### src/rtl/pc_sequencer.sv
// Fetch / next-PC controller: owns the PC, fetches over a req/ack handshake,
// hands the instruction to the datapath and picks the next PC on exec_done.
module pc_sequencer #(
  parameter logic [31:0] RESET_PC = 32'h0000_3000,
  parameter int          CNT_W    = 32
) (
  input  logic             clk,
  input  logic             rst,
  output logic             imem_req,
  output logic [31:0]      imem_addr,
  input  logic             imem_ack,
  input  logic [31:0]      imem_rdata,
  output logic [31:0]      inst,
  output logic             inst_valid,
  input  logic             exec_done,
  input  logic             branch,
  input  logic             zero,
  input  logic             jump,
  input  logic             jr,
  input  logic [31:0]      immi,
  input  logic [31:0]      jr_addr,
  input  logic             halt,
  output logic [31:0]      pc,
  output logic [CNT_W-1:0] retired,
  output logic             halted,
  output logic             fetch_err
);

  typedef enum logic [1:0] {S_IDLE, S_REQ, S_EXEC, S_HALT} state_t;

  state_t           r_state;
  logic [31:0]      r_pc;
  logic [31:0]      r_inst;
  logic             r_inst_valid;
  logic             r_req;
  logic [CNT_W-1:0] r_retired;
  logic             r_halted;
  logic             r_fetch_err;

  logic        w_done_ok;
  logic [31:0] w_pc_plus_4;
  logic [31:0] w_branch_tgt;
  logic [31:0] w_jump_tgt;
  logic [31:0] w_next;
  logic        w_unused_immi;

  // exec_done is not accepted while inst_valid is still high (first EXEC cycle)
  assign w_done_ok    = (r_state == S_EXEC) && exec_done && !r_inst_valid;
  assign w_pc_plus_4  = r_pc + 32'd4;
  assign w_branch_tgt = w_pc_plus_4 + {immi[29:0], 2'b00};
  assign w_jump_tgt   = {w_pc_plus_4[31:28], r_inst[25:0], 2'b00};

  always_comb begin
    w_next = w_pc_plus_4;
    if (jr)
      w_next = jr_addr;
    else if (jump)
      w_next = w_jump_tgt;
    else if (branch && zero)
      w_next = w_branch_tgt;
  end

  assign w_unused_immi = ^immi[31:30];

  always_ff @(posedge clk) begin
    if (rst) begin
      r_state      <= S_IDLE;
      r_pc         <= RESET_PC;
      r_inst       <= 32'd0;
      r_inst_valid <= 1'b0;
      r_req        <= 1'b0;
      r_retired    <= '0;
      r_halted     <= 1'b0;
      r_fetch_err  <= 1'b0;
    end else begin
      r_inst_valid <= 1'b0;
      case (r_state)
        S_IDLE: begin
          r_req   <= 1'b1;
          r_state <= S_REQ;
        end
        S_REQ: begin
          if (imem_ack) begin
            r_inst       <= imem_rdata;
            r_inst_valid <= 1'b1;
            r_req        <= 1'b0;
            r_state      <= S_EXEC;
          end
        end
        S_EXEC: begin
          if (w_done_ok) begin
            r_retired <= r_retired + CNT_W'(1);
            // a misaligned target never reaches the PC; it stops the core
            if (w_next[1:0] != 2'b00) begin
              r_fetch_err <= 1'b1;
              r_halted    <= 1'b1;
              r_state     <= S_HALT;
            end else begin
              r_pc <= w_next;
              if (halt) begin
                r_halted <= 1'b1;
                r_state  <= S_HALT;
              end else begin
                r_req   <= 1'b1;
                r_state <= S_REQ;
              end
            end
          end
        end
        S_HALT: begin
          r_req <= 1'b0;
        end
        default: r_state <= S_IDLE;
      endcase
    end
  end

  assign imem_req   = r_req;
  assign imem_addr  = r_pc;
  assign inst       = r_inst;
  assign inst_valid = r_inst_valid;
  assign pc         = r_pc;
  assign retired    = r_retired;
  assign halted     = r_halted;
  assign fetch_err  = r_fetch_err;

endmodule

### config.mk
export PLATFORM = sky130hd
export DESIGN_NAME = pc_sequencer
export DESIGN_NICKNAME = d
export VERILOG_FILES = /design/src/rtl/pc_sequencer.sv
export SDC_FILE = /design/constraint.sdc
export NUM_CORES = 1
export LEC_CHECK = 0
export CAP_MARGIN = 0
export CORE_AREA = 2 2 134 136
export DETAILED_ROUTE_END_ITERATION = 10
export DIE_AREA = 0 0 136 138
export HOLD_SLACK_MARGIN = 0.08
export PLACE_DENSITY = 0.85
export SLEW_MARGIN = 25
export SYNTH_ARGS = -nofsm -noshare
export SYNTH_HDL_FRONTEND = slang
export SYNTH_SLANG_ARGS = --single-unit
### constraint.sdc
create_clock -name clk -period 3.7 [get_ports clk]
set_clock_uncertainty 0.05 [all_clocks]
set_input_delay 1.11 -clock clk [delete_from_list [all_inputs] [get_ports clk]]
set_output_delay 1.11 -clock clk [all_outputs]
set_load 0.03 [all_outputs]
==> results.json <==
{
  "run_status": "finished, violations left",
  "violations": "negative setup slack",
  "number_of_antenna_violations_at_the_first_check_in_global_routing": 1,
  "core_area_mm2": 0.0175,
  "cts-buffers-inserted": 9,
  "worst_pin_slew_ns": 0.672,
  "leakage_nw": 4.46,
  "max-cap-violations": 0,
  "routed_wire_length_per_instance_um": 17.5,
  "clock_root_buffer": "sky130_fd_sc_hd__clkbuf_16",
  "min_period_over_period_pct": 101,
  "place_congestion": 0.904,
  "grt_pass1_vias": 7797,
  "minimum_clock_period_ns": 3.74,
  "critical_path.max_fanout": 5,
  "ys.flop_type": "sky130_fd_sc_hd__dfxtp_1",
  "post_synthesis_sequential_area_ratio_pct": 28.7,
  "post-layout-total-power_w": 0.00307,
  "fp.dieW_um": 136,
  "synth-adder-area-share_pct": 7.67,
  "clk_latency_ns": 0.34,
  "post_route_cells_drive_above_1_share_pct": 18.9,
  "tritoncts": "built",
  "synth_edf_count": 0,
  "dp_cells": 1439,
  "detailroute.via_count": 8051,
  "power_density_mw_per_mm2": 277,
  "timing.critical_path.from_type": "flip-flop",
  "data_required_time_at_the_worst_endpoint_ns": 3.92,
  "placed_cell_area_mm2": 0.0103,
  "synthMuxAreaShare_pct": 0.704,
  "min-delay-path-class": "reg2reg",
  "place.detailed.hpwl_mm": 19.4,
  "areaGrowthSynthToFinish_pct": 55.7,
  "floorplan.die_area_mm2": 0.0188,
  "cts.sinks": 102,
  "rows": 49,
  "drt-vias-per-instance": 5.48,
  "setup.worst_path.class": "reg2reg",
  "clock_path_buffers": 2,
  "wl_mm": 25.7,
  "final_cell_count_without_fillers": 1470,
  "asyncSetResetFlopFracSynth_pct": 0,
  "chipHeight_um": 138,
  "grt_usage_pct": 26.0,
  "final-max-slew-violation-count": 0,
  "netlist_instances": 934,
  "yosys_register_bits": 102,
  "post-route-cell-area_mm2": 0.0111,
  "drt_drc_violations_left": 0,
  "antenna-diode-count": 0,
  "post_synth_instance_area_mm2": 0.00711,
  "setup.worst_path.end_class": "flip-flop",
  "grt-ovfl-total": 0,
  "starting_density_of_the_core_pct": 40.5,
  "yosys.area.top_type": "sky130_fd_sc_hd__dfxtp_1",
  "detail_route.first_pass.iterations": 5,
  "critical_path_arrival_ns": 3.96,
  "postSynthAreaPerCell_um2": 7.61,
  "slew_headroom_pct": 55.2,
  "postLayoutSetupSlackWorst_ns": -0.0380,
  "grt_first_pass_wirelength_mm": 39.4,
  "buffer_ports.inserted": 234,
  "postSynthNetCount": 1082,
  "rsz0062_at_grt": "yes",
  "hold_buffers": 0,
  "grt_start_max_net_pins": 63,
  "xor_and_xnor_area_share_after_synthesis_pct": 9.36,
  "clkSlewWorstSetupHoldPaths_ns": 0.07,
  "synth_top_area_share_pct": 28.7,
  "dominant_combinational_cell_family_by_area_after_synthesis": "simple AND/OR/NAND/NOR gates",
  "ctsHtreeMaxLevel": 3,
  "synth-compound-area-share_pct": 22.4,
  "initialDrtViolationCount": 587,
  "ioPinCount": 237,
  "achievable-frequency_mhz": 268,
  "ys_warn_count": 0,
  "dominant_cells_by_area_after_synthesis": "sky130_fd_sc_hd__dfxtp_1 (29%), sky130_fd_sc_hd__nand2_1 (8.0%), sky130_fd_sc_hd__ha_1 (7.4%)",
  "finalSetupViolations": 2,
  "nNetsFinal": 1384,
  "antenna_violating_nets_post_route": 0,
  "synthSimpleGateAreaFrac_pct": 24.0,
  "synth_cell_types": 74,
  "irDropWorstVdd_mv": 0.263,
  "hold_viol_final": 0
}
## metrics by stage
stage                     setup TNS, ns  hold WS (ns)  setup WS (ns)  utilization [%]
final                           -0.0643         0.406        -0.0380             63.1
after detailed placement          -5.89         0.398         -0.505             58.5
after CTS                      -0.00222         0.407       -0.00222             61.8
after floorplan                  -0.168         0.476         -0.168                -
after global placement            -4.93         0.390         -0.447             58.5
after global routing             -0.736         0.434         -0.207             63.1
## repair_timing
item | CTS | global route
gates cloned | 0 | 0
pin swaps | 34 | 34
setup buffers | 9 | 6
gates resized for setup | 36 | 37
setup endpoints to repair | 11 | 16
## where the power goes
part,internal (W),switching (W)
sequential,0.00115,0.0000479
combinational,0.000411,0.000492
clock,0.000563,0.000404
total,0.00212,0.000944
## worst paths after layout
| kind | startpoint | to | slack [ns] | cells after the start |
|---|---|---|---|---|
| hold reg to reg | inst[30] | inst[30] | 0.41 | 2 |
| hold / removal | inst[30] | inst[30] | 0.41 | 2 |
| setup / recovery | imem_addr[5] | imem_addr[31] | -0.04 | 17 |
| setup reg to reg | imem_addr[5] | imem_addr[31] | -0.04 | 17 |
## layer usage
layer / routed length (µm) / GRT usage (%)
met2: 12200 / 43.1
met3: 2170 / 5.68
met5: 0 / 0
met4: 813 / 9.81
met1: 10500 / 32.9
## worst max-delay path, stage by stage, from the launching register on
cell	delay [ns]
sky130_fd_sc_hd__dfxtp_4	0.35
sky130_fd_sc_hd__and4_1	0.22
sky130_fd_sc_hd__and3_4	0.19
sky130_fd_sc_hd__and4_4	0.28
sky130_fd_sc_hd__nand3_4	0.10
sky130_fd_sc_hd__nor2_4	0.12
sky130_fd_sc_hd__xor2_2	0.19
sky130_fd_sc_hd__ha_1	0.27
sky130_fd_sc_hd__a21o_1	0.18
sky130_fd_sc_hd__a211oi_2	0.27
sky130_fd_sc_hd__nor3b_2	0.09
sky130_fd_sc_hd__o41ai_2	0.28
sky130_fd_sc_hd__o21a_1	0.18
sky130_fd_sc_hd__o21a_2	0.14
sky130_fd_sc_hd__o211ai_2	0.12
sky130_fd_sc_hd__xnor2_2	0.18
sky130_fd_sc_hd__or3_1	0.33
sky130_fd_sc_hd__a41oi_2	0.13
## layout by cell type, fill, tap and decap left out, drive strengths merged, types with 3 or more instances in the layout
cell type and count:
a2111oi 4, a211oi 14, a21boi 3, a21o 15
a21oi 85, a221oi 3, a311oi 5, a31oi 7
and2 4, and3 22, and4 6, buf 136
clkbuf 13, clkdlybuf4s50 231, clkinv 3, dfxtp 102
ha 42, inv 20, mux2i 5, nand2 153
nand2b 3, nand3 34, nand4 17, nor2 95
nor2b 4, nor3 15, o211a 4, o211ai 17
o21a 6, o21ai 48, o22ai 5, o311ai 4
o31ai 6, o41ai 3, or2 3, or3 6
xnor2 41, xor2 35
## sequential cells by signal (all words and copies together) (netlist names)
name,cells
imem_addr,32
inst_valid,1
inst,32
r_state,2
imem_req,1
halted,1
retired,32
fetch_err,1
## synth_stat cells (all sizes together) (2+ instances only)
master and instances:
xnor2 41, and2 4, and4 6, clkbuf 35, ha 42, o41ai 3, a2111oi 4, nor3 15
o211a 4, o22ai 5, o31ai 6, nor3b 2, o21a 6, a211o 2, nand2b 3, a211oi 14
xor2 35, and3 22, nand3 34, a221oi 3, inv 20, a41oi 2, buf 43, or3 6
mux2i 5, nand4 17, or2 3, nor2b 4, a311oi 5, o311ai 4, nor2 95, a21o 15
o21ai 48, o211ai 17, a31oi 7, a21boi 3, dfxtp 102, o21bai 2, a21oi 85, nand2 153
## kinds of logic (layout without fill, tap and decap cells)
logic type               Yosys count  after routing
multiplexers                       5              5
AND/OR/NAND/NOR                  369            369
XOR/XNOR                          76             76
adder cells (fa/ha/maj)           43             43
flip-flops                       102            102
AO/OA/AOI/OAI                    240            240
buffers and inverters             99            406
## layout make-up
| type | instances | area (µm²) |
|---|---|---|
| fillers | 1447 | 6470 |
| multi-input cells | 733 | 4950 |
| repair buffers | 369 | 3390 |
| flip-flops and latches | 102 | 2060 |
| well taps | 229 | 287 |
| clock buffers | 13 | 260 |
| inverters | 21 | 78.8 |
| clock inverters | 3 | 43.8 |
Note: power is estimated with default switching activity, not from simulation.
